[config.mk]
export PLATFORM = sky130hd
export DESIGN_NAME = sd_sector_arbiter
export DESIGN_NICKNAME = d
export VERILOG_FILES = /design/src/rtl/sd_sector_arbiter.sv
export SDC_FILE = /design/constraint.sdc
export NUM_CORES = 1
export LEC_CHECK = 0
export ABC_AREA = 1
export ABC_CLOCK_PERIOD_IN_PS = 2500
export CORE_ASPECT_RATIO = 0.9
export CORE_UTILIZATION = 45
export DETAILED_ROUTE_END_ITERATION = 12
export PLACE_DENSITY = 0.76
export SYNTH_ARGS = -nofsm -noshare
export SYNTH_HDL_FRONTEND = slang
export SYNTH_SLANG_ARGS = --single-unit
[constraint.sdc]
create_clock -name clk_100m -period 2.5 [get_ports clk_100m]
set_input_delay 0.375 -clock clk_100m [delete_from_list [all_inputs] [get_ports clk_100m]]
set_output_delay 0.375 -clock clk_100m [all_outputs]
set_load 0.1 [all_outputs]
[src/rtl/sd_sector_arbiter.sv]
// Two-requester arbiter for the hps_io SD sector channel (HEX loader = 0, save/EEPROM path = 1).
// Define SD_ARB_RR_EN for round-robin tie-breaking; otherwise requester 0 has fixed priority.
module sd_sector_arbiter #(
  parameter int TIMEOUT_W = 24
) (
  input  logic       clk_100m,
  input  logic       reset,
  input  logic       req0,
  input  logic       req1,
  input  logic       req0_wr,
  input  logic       req1_wr,
  input  logic [8:0] req0_lba,
  input  logic [8:0] req1_lba,
  output logic       gnt0,
  output logic       gnt1,
  output logic       done0,
  output logic       done1,
  output logic       err,
  output logic       owner,
  output logic       busy,
  output logic [8:0] sd_lba,
  output logic       sd_rd,
  output logic       sd_wr,
  input  logic       sd_ack
);

  typedef enum logic [1:0] {IDLE, ISSUE, XFER, DONE} state_t;

  localparam logic [TIMEOUT_W-1:0] WDOG_ONE = 1;

  state_t               state;
  logic [TIMEOUT_W-1:0] wdog;
  logic [TIMEOUT_W-1:0] wdog_inc;
  logic                 pick1;
  logic                 pick_wr;
  logic [8:0]           pick_lba;

`ifdef SD_ARB_RR_EN
  // Index of the requester served most recently; reset to 1 so req0 wins the first tie.
  logic last;

  always_ff @(posedge clk_100m) begin
    if (reset)
      last <= 1'b1;
    else if (state == IDLE && (req0 || req1))
      last <= pick1;
  end

  assign pick1 = req1 & (~req0 | ~last);
`else
  assign pick1 = req1 & ~req0;
`endif

  assign pick_wr  = pick1 ? req1_wr  : req0_wr;
  assign pick_lba = pick1 ? req1_lba : req0_lba;
  assign wdog_inc = wdog + WDOG_ONE;
  assign busy     = (state != IDLE);

  always_ff @(posedge clk_100m) begin
    if (reset) begin
      state  <= IDLE;
      wdog   <= '0;
      gnt0   <= 1'b0;
      gnt1   <= 1'b0;
      done0  <= 1'b0;
      done1  <= 1'b0;
      err    <= 1'b0;
      owner  <= 1'b0;
      sd_lba <= '0;
      sd_rd  <= 1'b0;
      sd_wr  <= 1'b0;
    end else begin
      done0 <= 1'b0;
      done1 <= 1'b0;
      err   <= 1'b0;
      case (state)
        IDLE: begin
          if (req0 || req1) begin
            state  <= ISSUE;
            owner  <= pick1;
            sd_lba <= pick_lba;
            gnt0   <= ~pick1;
            gnt1   <= pick1;
            sd_wr  <= pick_wr;
            sd_rd  <= ~pick_wr;
            wdog   <= '0;
          end
        end
        ISSUE: begin
          if (sd_ack) begin
            sd_rd <= 1'b0;
            sd_wr <= 1'b0;
            wdog  <= '0;
            state <= XFER;
          end else if (&wdog_inc) begin
            sd_rd <= 1'b0;
            sd_wr <= 1'b0;
            wdog  <= wdog_inc;
            err   <= 1'b1;
            done0 <= gnt0;
            done1 <= gnt1;
            state <= DONE;
          end else begin
            wdog <= wdog_inc;
          end
        end
        XFER: begin
          if (!sd_ack) begin
            done0 <= gnt0;
            done1 <= gnt1;
            state <= DONE;
          end else if (&wdog_inc) begin
            wdog  <= wdog_inc;
            err   <= 1'b1;
            done0 <= gnt0;
            done1 <= gnt1;
            state <= DONE;
          end else begin
            wdog <= wdog_inc;
          end
        end
        DONE: begin
          // Grant is held through DONE and dropped on the way back to IDLE; owner is kept.
          gnt0  <= 1'b0;
          gnt1  <= 1'b0;
          state <= IDLE;
        end
        default: state <= IDLE;
      endcase
    end
  end

endmodule

---- Word level (Yosys, flattened, before mapping) ----
Index checks and enable logic that the tools add are counted.
storage, ports and cells
  register bits ........................... 43
  bits of input ports ..................... 25
  output and inout port bits .............. 18
  logic and storage cells ................. 66
cells by class
  add/sub/neg operators ................... 1
  equality and inequality tests ........... 6
  muxes and demuxes ....................... 33
  bitwise logic cells ..................... 4
  reductions and logical operators ........ 11
operator list
  operator                                                          number
  24-bit 2-to-1 mux                                                 3
  24-bit case mux with 3 select lines                               1
  24-bit by 1-bit adder with 24-bit output (second input constant)  1
  24-bit AND reduction                                              1
  1-bit 2-to-1 mux                                                  16
  1-bit case mux with 2 select lines                                7
  9-bit 2-to-1 mux                                                  1
  2-bit 2-to-1 mux                                                  4
  2-bit case mux with 4 select lines                                1
  3-bit AND reduction                                               2
  2-bit nonzero test                                                3
  2-bit == test (second input constant)                             2
  2-bit inequality test (second input constant)                     2
  2-bit AND reduction                                               2
  3-bit inequality test (second input constant)                     1
  1-bit inverter                                                    3
  3-bit nonzero test                                                1
  2-bit by 1-bit == test with 1-bit output (second input constant)  1
  2-bit logical NOT                                                 1
  1-bit AND                                                         1
  1-bit logical OR                                                  1

---- Longest topological paths before layout ----
Gate-level depths: netlist of the first run.
  depth after elaboration ................. 6
  mapped depth ............................ 17

---- Worst setup path after synthesis of the first run ----
No wires, ideal clock.
  kind .................................... reg-to-reg
  start ................................... register state[0]
  end ..................................... register wdog[11]
  setup time .............................. 0.070 ns
  arrival time ............................ 2.596 ns
  data required time ...................... 2.430 ns
  setup slack ............................. -0.167 ns
  stages on the path, launching flop included .. 10
  period minus slack after synthesis ...... 2.667 ns
  cells stage by stage .................... dfxtp_1 inv_1 ha_1 clkinv_1 nor3_1 nor3_1 inv_1 buf_1 nand2_1 a21oi_1
on the way
  cells in the longest elaborated chain, start to end .. 3
RTL lines
  item                                                                   RTL line  source
  from (decl)                                                            31        state_t state;
  from (signal assigned)                                                 61        state <= IDLE;
  from (signal assigned)                                                 79        state <= ISSUE;
  from (signal assigned)                                                 94        state <= XFER;
  2-bit == test (tied with other cells)                                  76        case (state)
  2-bit inequality test (no line) or 3-bit nonzero test (tied branches)  --
  3-bit AND reduction (no line)                                          --
  to (signal assigned)                                                   98        wdog <= wdog_inc;
  to (signal assigned)                                                   104       wdog <= wdog_inc;
  to (signal assigned)                                                   113       wdog <= wdog_inc;
  to (decl)                                                              32        logic [TIMEOUT_W-1:0] wdog;
Parallel ways exist; a longest one is shown, timed or not.
A chain may end at the register's enable or synchronous reset.

---- Worst setup path in the final report of the first run ----
  start ................................... register state[0]
  end ..................................... register wdog[2]
Same word-level chain as after synthesis.

==> results of run 1 <==
[per-stage QoR]
stage | hold WS (ps) | area, um^2 | util (%) | setup slack, ps
2_1_floorplan | 452 | 2650 | - | 304
6_report | 465 | 3240 | 57.3 | 324
3_5_place_dp | 458 | 3130 | 55.2 | 353
3_3_place_gp | 452 | 3130 | 55.2 | 306
5_1_grt | 499 | 3240 | 57.3 | 45.3
4_1_cts | 468 | 3240 | 57.3 | 312
[cell families (layout without fill, tap and decap cells)]
kind of cell    count (synthesis)  in the layout  synth area share, %
buf+inv                        60            107                 8.66
compound gates                 60             60                 12.4
fa+ha+maj                       7              7                 3.31
xor+xnor                        6              6                 2.27
flops                          43             43                 32.5
simple gates                  243            243                 40.8
[cells in the mapped netlist]
master and n:
sky130_fd_sc_hd__nand2_1 143, sky130_fd_sc_hd__inv_1 48, sky130_fd_sc_hd__dfxtp_1 43, sky130_fd_sc_hd__nor2_1 35
sky130_fd_sc_hd__a21oi_1 32, sky130_fd_sc_hd__nand3_1 27, sky130_fd_sc_hd__o21ai_0 14, sky130_fd_sc_hd__a31oi_1 9
sky130_fd_sc_hd__nand4_1 9, sky130_fd_sc_hd__ha_1 7, sky130_fd_sc_hd__nand2_2 7, sky130_fd_sc_hd__clkbuf_1 6
sky130_fd_sc_hd__nor2_2 6, sky130_fd_sc_hd__nor2_4 6, sky130_fd_sc_hd__nor3_1 4, sky130_fd_sc_hd__buf_2 3
sky130_fd_sc_hd__xnor2_1 3, sky130_fd_sc_hd__clkinv_1 2, sky130_fd_sc_hd__nand2_4 2, sky130_fd_sc_hd__nand3b_1 2
sky130_fd_sc_hd__xor2_1 2, sky130_fd_sc_hd__a21oi_2 1, sky130_fd_sc_hd__buf_1 1, sky130_fd_sc_hd__nor4_1 1
sky130_fd_sc_hd__o211ai_1 1, sky130_fd_sc_hd__o21a_1 1, sky130_fd_sc_hd__o21bai_1 1, sky130_fd_sc_hd__o21bai_2 1
sky130_fd_sc_hd__or2_2 1, sky130_fd_sc_hd__xnor2_2 1
[sequential cells by signal, summed over array words and instances, names as in the netlist]
name,cells
done0,1
done1,1
err,1
gnt0,1
gnt1,1
owner,1
sd_lba,9
sd_rd,1
sd_wr,1
state,2
wdog,24
[worst min-delay path, cell delays in order, from the launching register on]
cell	delay [ps]
sky130_fd_sc_hd__dfxtp_1	330
sky130_fd_sc_hd__nand2_1	60
sky130_fd_sc_hd__nor2_1	30
[power by group through the flow]
stage / sequential, mW / combinational, mW / clock, mW
global placement: 0.747 / 0.441 / 0
finish: 0.732 / 0.443 / 0.568
floorplan: 0.931 / 0.133 / 0
global route: 0.737 / 0.471 / 0.602
detailed placement: 0.747 / 0.445 / 0
CTS: 0.732 / 0.445 / 0.580
[worst paths after layout]
check / start / endpoint
worst max-delay path: state[0] / wdog[2]
worst min-delay path: gnt1 / done1
worst max register to register: state[0] / wdog[2]
worst min register to register: gnt1 / done1
[layer usage]
layer  global-route usage (%)  vias up  part of all wire [%]  routed length [um]
li1                         -     1428                     -                   -
met1                     26.0     1203                    48                3080
met2                     38.7       68                    45                2860
met3                     4.71        5                   6.0                 379
met4                     4.98        0                  0.60                  38
met5                        0        -                     0                   0
[final cells by class]
type / count / area, um^2 / share of cell area (%)
Clock buffer: 5 / 68.8 / 2.12
Clock inverter: 3 / 47.5 / 1.47
Inverter: 50 / 189 / 5.83
Multi-Input combinational cell: 316 / 1560 / 48.1
Sequential cell: 43 / 861 / 26.6
Tap cell: 70 / 87.6 / 2.70
Timing Repair Buffer: 49 / 428 / 13.2
==> flow_summary.toml, run 1 <==
[drt]
drt-initial-drc-count = 155
vias = 2704
finalWirelength_mm = 6.36
routed_via_density = 5.04
antenna_left = 0
iteration_count_of_the_initial_detailed_routing_pass = 4
drc_errors = 0
post_drt_wl_per_cell_um = 11.9

[critical_path]
crit_fanout = 21
delay_of_the_slowest_cell_on_the_worst_path_ps = 450
ff2ff_setup_slack_ps = 320
critPathCaptureType = "register"
critical_path_depth = 10
cp.arrival_ps = 2360
ff2ff_path_depth = 10
critical_path_required_ps = 2690
critPathSlowestCell = "sky130_fd_sc_hd__nor3_1"
critical_path.n_buffers_inverters = 4
startpoint_type = "register"
worst_path_dominant_cell_family = "simple AND/OR/NAND/NOR gates"
timing.critical_path.cells = "inv_1, ha_1, clkinv_2, nor3_1, nor3_1, inv_1, nor3_2, buf_4, nand3_1, a21oi_1"
path_class = "reg2reg"

[layout]
final_net_count = 497
number_of_filler_cells_placed_in_the_layout = 568
antenna_cells = 0
final_non_filler_cell_total = 536
layout.cells.most_common_list = "sky130_fd_sc_hd__nand2_1 (143), sky130_fd_sc_hd__inv_1 (48), sky130_fd_sc_hd__dfxtp_1 (43)"
final_layout_size_suffix_gt1_share_pct = 12.9
area_delta_synth_final_pct = 22.6
most_common_cell_after_layout_fill_and_taps_aside = "sky130_fd_sc_hd__nand2_1"

[cts]
worstSkewPairLatency_ps = 300
hold_buffers = 0
ctsResizeCount = 0
htree_num_levels = 2
clockBufferDepth = 2
post_cts.repair.setup_buffers = 0
total_number_of_clock_tree_sinks = 43
clk_pin_slew_ps = 90
clk_root_buffer_cell = "sky130_fd_sc_hd__clkbuf_8"
tritoncts.num_buffers = 5
tritoncts = "yes"

[global_routing]
gr-usage-all-layers_pct = 21.2
largest_net_degree_at_the_start_of_global_routing = 22
antenna_found_initial = 0
globalRouteOverflowTotal = 0
wire_length_of_the_first_global_routing_pass_mm = 10.7
via_count_of_the_first_global_routing_pass = 2471

[power]
clock_power_share_pct = 32.6
internal_power_mw = 1.13
sw_share_pct = 34.9
power.ir.vdd_worst_v = 0.000409
cellLeakagePower_nw = 1.29
combinationalPowerShare_pct = 25.4
psw_mw = 0.609
seq_power_share_pct = 42.0
power_per_cell_area_nw_per_um2 = 538
total_power_mw = 1.74

[timing]
report.final.slew_viol_count = 0
rsz0062_at_grt = "false"
worst-slew-pin-transition_ps = 541
setup_violations = 0
timing.fmax_mhz = 460
fin_crit_ps = 2180
timing.clock.skew_ps = 4.32
slew_headroom_pct = 63.6
final-hold-violation-count = 0
timing.setup.tns_ps = 0
period_utilization_pct = 87.0

[logic_synthesis]
synth_sequential_area_ratio_pct = 32.5
synth_top_cell_area_share_pct = 32.5
postSynthRegisterBits = 43
synth.largest_area_cell = "sky130_fd_sc_hd__dfxtp_1"
postSynthCellCount = 419
netlist_area_um2 = 2650
synth_area_per_cell_um2 = 6.31
synth.lib_cells_used.distinct = 30
number_of_warnings_printed_during_yosys_synthesis = 0
ys_top_cells_by_area = "sky130_fd_sc_hd__dfxtp_1 (33%), sky130_fd_sc_hd__nand2_1 (20%), sky130_fd_sc_hd__inv_1 (6.8%), sky130_fd_sc_hd__a21oi_1 (6.1%), sky130_fd_sc_hd__nand3_1 (5.1%)"
synth.net_count = 451

[floorplanning]
initial_core_util_pct = 46.7
die-area_um2 = 6190
floorplan.die.height_um = 74.7
core_region_area_um2 = 5660
std_cell_rows = 26
die-width_um = 82.8
num_io_pins = 43

[min_path]
min_path_cells = 2
hold_path.class = "reg2reg"

[placement]
dp_hpwl_mm = 4.83
buffer_ports.inserted = 42
gp_routability_congestion = 0.854
dpl.cell_count = 528

[run]
cap_viol_max_count = 0

[run_status]
outcome = "finished clean"
Note: power is estimated with default switching activity, not from simulation.
==> run 2: changes to the inputs <==
--- a/config.mk
+++ b/config.mk
@@ -9,8 +9,10 @@
 export ABC_CLOCK_PERIOD_IN_PS = 2500
 export CORE_ASPECT_RATIO = 0.9
 export CORE_UTILIZATION = 45
+export CTS_BUF_LIST = sky130_fd_sc_hd__clkbuf_8
+export CTS_CLUSTER_SIZE = 12
 export DETAILED_ROUTE_END_ITERATION = 12
-export PLACE_DENSITY = 0.76
+export PLACE_DENSITY = 0.69
 export SYNTH_ARGS = -nofsm -noshare
 export SYNTH_HDL_FRONTEND = slang
 export SYNTH_SLANG_ARGS = --single-unit
==> run 2 against run 1 <==
Effect of this change:
- fmax down 3.0%
- via count down 1.8%
- critical path type unchanged
- routed wire length up 3.0%
- sequential power about the same
- largest power group unchanged
- register-to-register slack worse by 70 ps
- worst setup slack worse by 66 ps
- core utilization down 0.77 points
- hold slack worse by 4.0 ps
- highest routed layer unchanged
- count of clock-buffer cells in the layout unchanged
==> flow_summary.toml, run 2 (synthesis results as in run 1) <==
[run_status]
outcome = "finished clean"

[global_routing]
wire_length_of_the_first_global_routing_pass_mm = 11.4
gr-usage-all-layers_pct = 22.5
largest_net_degree_at_the_start_of_global_routing = 22
globalRouteOverflowTotal = 0
antenna_found_initial = 0
via_count_of_the_first_global_routing_pass = 2501

[timing]
timing.fmax_mhz = 446
fin_crit_ps = 2240
period_utilization_pct = 89.7
rsz0062_at_grt = "false"
report.final.slew_viol_count = 0
timing.clock.skew_ps = 6.56
timing.hold.ws_ps = 461
final-hold-violation-count = 0
timing.setup.tns_ps = 0
worst-slew-pin-transition_ps = 379
setup_violations = 0
slew_headroom_pct = 74.7

[drt]
vias = 2656
iteration_count_of_the_initial_detailed_routing_pass = 4
drc_errors = 0
drt-initial-drc-count = 163
routed_via_density = 4.97
post_drt_wl_per_cell_um = 12.3
finalWirelength_mm = 6.55
antenna_left = 0

[layout]
layout.cells.most_common_list = "sky130_fd_sc_hd__nand2_1 (143), sky130_fd_sc_hd__inv_1 (49), sky130_fd_sc_hd__dfxtp_1 (43)"
sequential_cell_area_um2 = 861
final_layout_size_suffix_gt1_share_pct = 12.3
antenna_cells = 0
final_area_um2 = 3200
largest_register = "wdog"
top_regs = "wdog (24), sd_lba (9), state (2)"
final_net_count = 497
final_non_filler_cell_total = 534
largest_reg_flops = 24
most_common_cell_after_layout_fill_and_taps_aside = "sky130_fd_sc_hd__nand2_1"
number_of_filler_cells_placed_in_the_layout = 588
multiInputGateArea_um2 = 1560
area_delta_synth_final_pct = 20.9

[cts]
total_number_of_clock_tree_sinks = 43
clockBufferDepth = 2
post_cts.repair.setup_buffers = 0
clk_pin_slew_ps = 80
hold_buffers = 0
ctsResizeCount = 0
htree_num_levels = 2
clk_root_buffer_cell = "sky130_fd_sc_hd__clkbuf_8"
tritoncts = "yes"
tritoncts.num_buffers = 5
worstSkewPairLatency_ps = 290

[critical_path]
delay_of_the_slowest_cell_on_the_worst_path_ps = 380
path_class = "reg2reg"
critical_path.n_buffers_inverters = 4
timing.critical_path.cells = "inv_1, ha_1, clkinv_2, nor3_1, nor3_1, inv_1, nor3_2, buf_4, nand3_1, a21oi_1"
startpoint_type = "register"
worst_path_dominant_cell_family = "buffers and inverters"
critPathSlowestCell = "sky130_fd_sc_hd__dfxtp_1"
cp.arrival_ps = 2470
critical_path_depth = 10
crit_fanout = 21
ff2ff_path_depth = 10
critPathCaptureType = "register"
critical_path_required_ps = 2720

[power]
total_power_mw = 1.59
clock_power_share_pct = 25.9
seq_power_share_pct = 46.1
combinationalPowerShare_pct = 28.0
sw_share_pct = 36.2
power.ir.vdd_worst_v = 0.000371
psw_mw = 0.575
internal_power_mw = 1.01
power_per_cell_area_nw_per_um2 = 496
cellLeakagePower_nw = 1.28

[placement]
detailed_place.area_um2 = 3130
buffer_ports.inserted = 42
dp_hpwl_mm = 5.03
gp_routability_congestion = 0.903
dpl.cell_count = 528

[floorplanning]
die-area_um2 = 6190
initial_core_util_pct = 46.7
die-width_um = 82.8
core_region_area_um2 = 5660
num_io_pins = 43
std_cell_rows = 26
floorplan.die.height_um = 74.7

[min_path]
hold_path.class = "reg2reg"
min_path_cells = 2

[run]
cap_viol_max_count = 0
run 2: cell types whose count changed in the layout (fill, tap and decap cells not counted), sizes merged:
cell and change:
clkinv -1, bufinv -1
run 2: final timing paths:
kind	startpoint	endpoint	slack, ps
setup / recovery	state[0]	wdog[2]	260
hold / removal	gnt0	done0	460
setup reg to reg	state[0]	wdog[2]	260
hold reg to reg	gnt0	done0	460
run 2: metal layers:
layer  share of wire, %  GRT usage, %
met1                 51          30.4
met5                  0             0
met3                4.8          4.28
met2                 44          38.3
met4               0.63          4.41
run 2: area by class of cell:
| cell class | instances | area share (%) |
|---|---|---|
| multi-input combinational | 316 | 48.8 |
| sequential | 43 | 26.9 |
| timing repair buffer | 49 | 13.4 |
| inverter | 50 | 5.91 |
| tap | 70 | 2.74 |
| clock buffer | 5 | 2.15 |
| clock inverter | 1 | 0.117 |
run 2: tightest hold or removal path, delay by kind of cell (launching register included):
kind / cells / cell delay (ps)
AND/OR/NAND/NOR: 2 / 90
flip-flops: 1 / 330
run 2: metrics by stage:
stage / util (%) / worst slack [ps]
floorplan: - / 304
global placement: 55.2 / 355
detailed placement: 55.2 / 232
CTS: 56.5 / 276
global route: 56.5 / 17.4
finish: 56.5 / 258
run 2: power groups by stage:
| stage | sequential, mW | clock [mW] | combinational [mW] |
|---|---|---|---|
| 2_1_floorplan | 0.931 | 0 | 0.133 |
| 3_3_place_gp | 0.746 | 0 | 0.443 |
| 3_5_place_dp | 0.746 | 0 | 0.447 |
| 4_1_cts | 0.731 | 0.428 | 0.447 |
| 5_1_grt | 0.736 | 0.448 | 0.474 |
| 6_report | 0.732 | 0.411 | 0.445 |
==> run 3: changes to the inputs <==
--- a/config.mk
+++ b/config.mk
@@ -8,11 +8,13 @@
 export ABC_AREA = 1
 export ABC_CLOCK_PERIOD_IN_PS = 2500
 export CORE_ASPECT_RATIO = 0.9
+export CORE_MARGIN = 2
 export CORE_UTILIZATION = 45
 export CTS_BUF_LIST = sky130_fd_sc_hd__clkbuf_8
 export CTS_CLUSTER_SIZE = 12
 export DETAILED_ROUTE_END_ITERATION = 12
 export PLACE_DENSITY = 0.69
+export SLEW_MARGIN = 20
 export SYNTH_ARGS = -nofsm -noshare
 export SYNTH_HDL_FRONTEND = slang
 export SYNTH_SLANG_ARGS = --single-unit
==> run 3 against run 2 <==
Effect of this change:
- count of clock-buffer cells in the layout is the same
- clock skew is essentially flat
- highest routed layer unchanged
- critical path type unchanged
- critical path depth grew 5
- sequential cell count is the same
==> flow_summary.toml, run 3 (synthesis results as in run 1) <==
[layout]
most_common_cell_after_layout_fill_and_taps_aside = "sky130_fd_sc_hd__nand2_1"
final_non_filler_cell_total = 536
area_delta_synth_final_pct = 22.3
final_layout_size_suffix_gt1_share_pct = 12.7
largest_register = "wdog"
layout.cells.most_common_list = "sky130_fd_sc_hd__nand2_1 (143), sky130_fd_sc_hd__inv_1 (49), sky130_fd_sc_hd__dfxtp_1 (43)"
antenna_cells = 0
largest_reg_flops = 24
final_net_count = 498
top_regs = "wdog (24), sd_lba (9), state (2)"
number_of_filler_cells_placed_in_the_layout = 571

[cts]
hold_buffers = 0
tritoncts.num_buffers = 5
clk_pin_slew_ps = 80
clockBufferDepth = 2
ctsResizeCount = 0
total_number_of_clock_tree_sinks = 43
htree_num_levels = 2
clk_root_buffer_cell = "sky130_fd_sc_hd__clkbuf_8"
worstSkewPairLatency_ps = 300
post_cts.repair.setup_buffers = 0
tritoncts = "yes"

[timing]
timing.clock.skew_ps = 6.93
final-hold-violation-count = 0
report.final.slew_viol_count = 0
timing.setup.tns_ps = 0
slew_headroom_pct = 60.7
worst-slew-pin-transition_ps = 585
fin_crit_ps = 2210
rsz0062_at_grt = "false"
setup_violations = 0
post-route-worst-setup-slack_ps = 289
timing.hold.ws_ps = 469
period_utilization_pct = 88.4
timing.fmax_mhz = 452

[drt]
finalWirelength_mm = 6.72
vias = 2770
iteration_count_of_the_initial_detailed_routing_pass = 4
drc_errors = 0
routed_via_density = 5.17
antenna_left = 0
drt-initial-drc-count = 211
post_drt_wl_per_cell_um = 12.5

[global_routing]
largest_net_degree_at_the_start_of_global_routing = 20
globalRouteOverflowTotal = 0
via_count_of_the_first_global_routing_pass = 2454
gr-usage-all-layers_pct = 21.3
wire_length_of_the_first_global_routing_pass_mm = 11.4
antenna_found_initial = 0

[critical_path]
delay_of_the_slowest_cell_on_the_worst_path_ps = 400
critPathSlowestCell = "sky130_fd_sc_hd__dfxtp_1"
worst_path_dominant_cell_family = "simple AND/OR/NAND/NOR gates"
path_class = "reg2reg"
critical_path.n_buffers_inverters = 0
most_used_cell_cp = "sky130_fd_sc_hd__nand2_1"
critPathCaptureType = "register"
crit_fanout = 6
cp.arrival_ps = 2440
timing.critical_path.cells = "ha_1, nand2_2, nor2_4, nand2_4, xnor2_1, nand2_1, nor2_2, nand2_1, nor2_2, nand2_2, nand2_1, nand2_1, nand2_1, nand2_1, a21oi_2"
critical_path_required_ps = 2730
startpoint_type = "register"

[placement]
dp_hpwl_mm = 5.18
detailedPlace.worstSlack_ps = 289
gp_routability_congestion = 0.974
buffer_ports.inserted = 42
dpl.cell_count = 529

[power]
power.ir.vdd_worst_v = 0.000300
clock_power_share_pct = 31.1
combinationalPowerShare_pct = 26.0
internal_power_mw = 1.12
power_per_cell_area_nw_per_um2 = 528
seq_power_share_pct = 42.9
cellLeakagePower_nw = 1.30
psw_mw = 0.586
sw_share_pct = 34.3
total_power_mw = 1.71

[run_status]
outcome = "finished clean"

[floorplanning]
initial_core_util_pct = 46.5
die-width_um = 84.8
std_cell_rows = 26
floorplan.die.height_um = 76.7
die-area_um2 = 6510
core_region_area_um2 = 5690
num_io_pins = 43

[run]
cap_viol_max_count = 0

[min_path]
hold_path.class = "reg2reg"
run 3: cell types whose count changed in the layout (fill, tap and decap cells not counted):
cell / change
sky130_fd_sc_hd__bufinv_16: +1
sky130_fd_sc_hd__buf_4: +1
run 3: power by group through the flow:
stage / registers, mW / logic (mW) / clock network [mW]
finish: 0.732 / 0.443 / 0.531
global route: 0.736 / 0.475 / 0.570
CTS: 0.732 / 0.445 / 0.545
detailed placement: 0.747 / 0.445 / 0
global placement: 0.746 / 0.444 / 0
floorplan: 0.931 / 0.133 / 0
run 3: worst register-to-register path, delay by kind of cell (launching register included):
family	cells	cell delay (ps)
flip-flops	1	400
AO/OA/AOI/OAI	1	100
adder cells (fa/ha/maj)	1	240
AND/OR/NAND/NOR	12	1190
XOR/XNOR	1	230
run 3: layout make-up:
class	count	area, um^2	share of cell area [%]
Clock inverter	2	33.8	1.04
Timing Repair Buffer	50	435	13.5
Inverter	50	189	5.84
Multi-Input combinational cell	316	1560	48.2
Clock buffer	5	68.8	2.13
Sequential cell	43	861	26.6
Tap cell	70	87.6	2.71
run 3: stage by stage:
stage	utilization (%)	instance area [um^2]
3_3_place_gp	55.0	3130
2_1_floorplan	-	2650
4_1_cts	56.8	3240
3_5_place_dp	55.0	3130
5_1_grt	56.8	3240
6_report	56.8	3240
run 3: metal layers:
| layer | vias up | GRT usage (%) | part of all wire (%) |
|---|---|---|---|
| met5 | - | 0 | 0 |
| met4 | 0 | 5.08 | 1.1 |
| met3 | 11 | 3.88 | 5.7 |
| met2 | 77 | 32.7 | 44 |
| met1 | 1252 | 31.0 | 50 |
| li1 | 1430 | - | - |
run 3: worst paths after layout:
path                start  endpoint  slack, ps  depth (start not counted)
setup / recovery  wdog[1]  state[1]        290                         15
hold / removal      sd_wr     sd_wr        470                          2
setup reg to reg  wdog[1]  state[1]        290                         15
hold reg to reg     sd_wr     sd_wr        470                          2
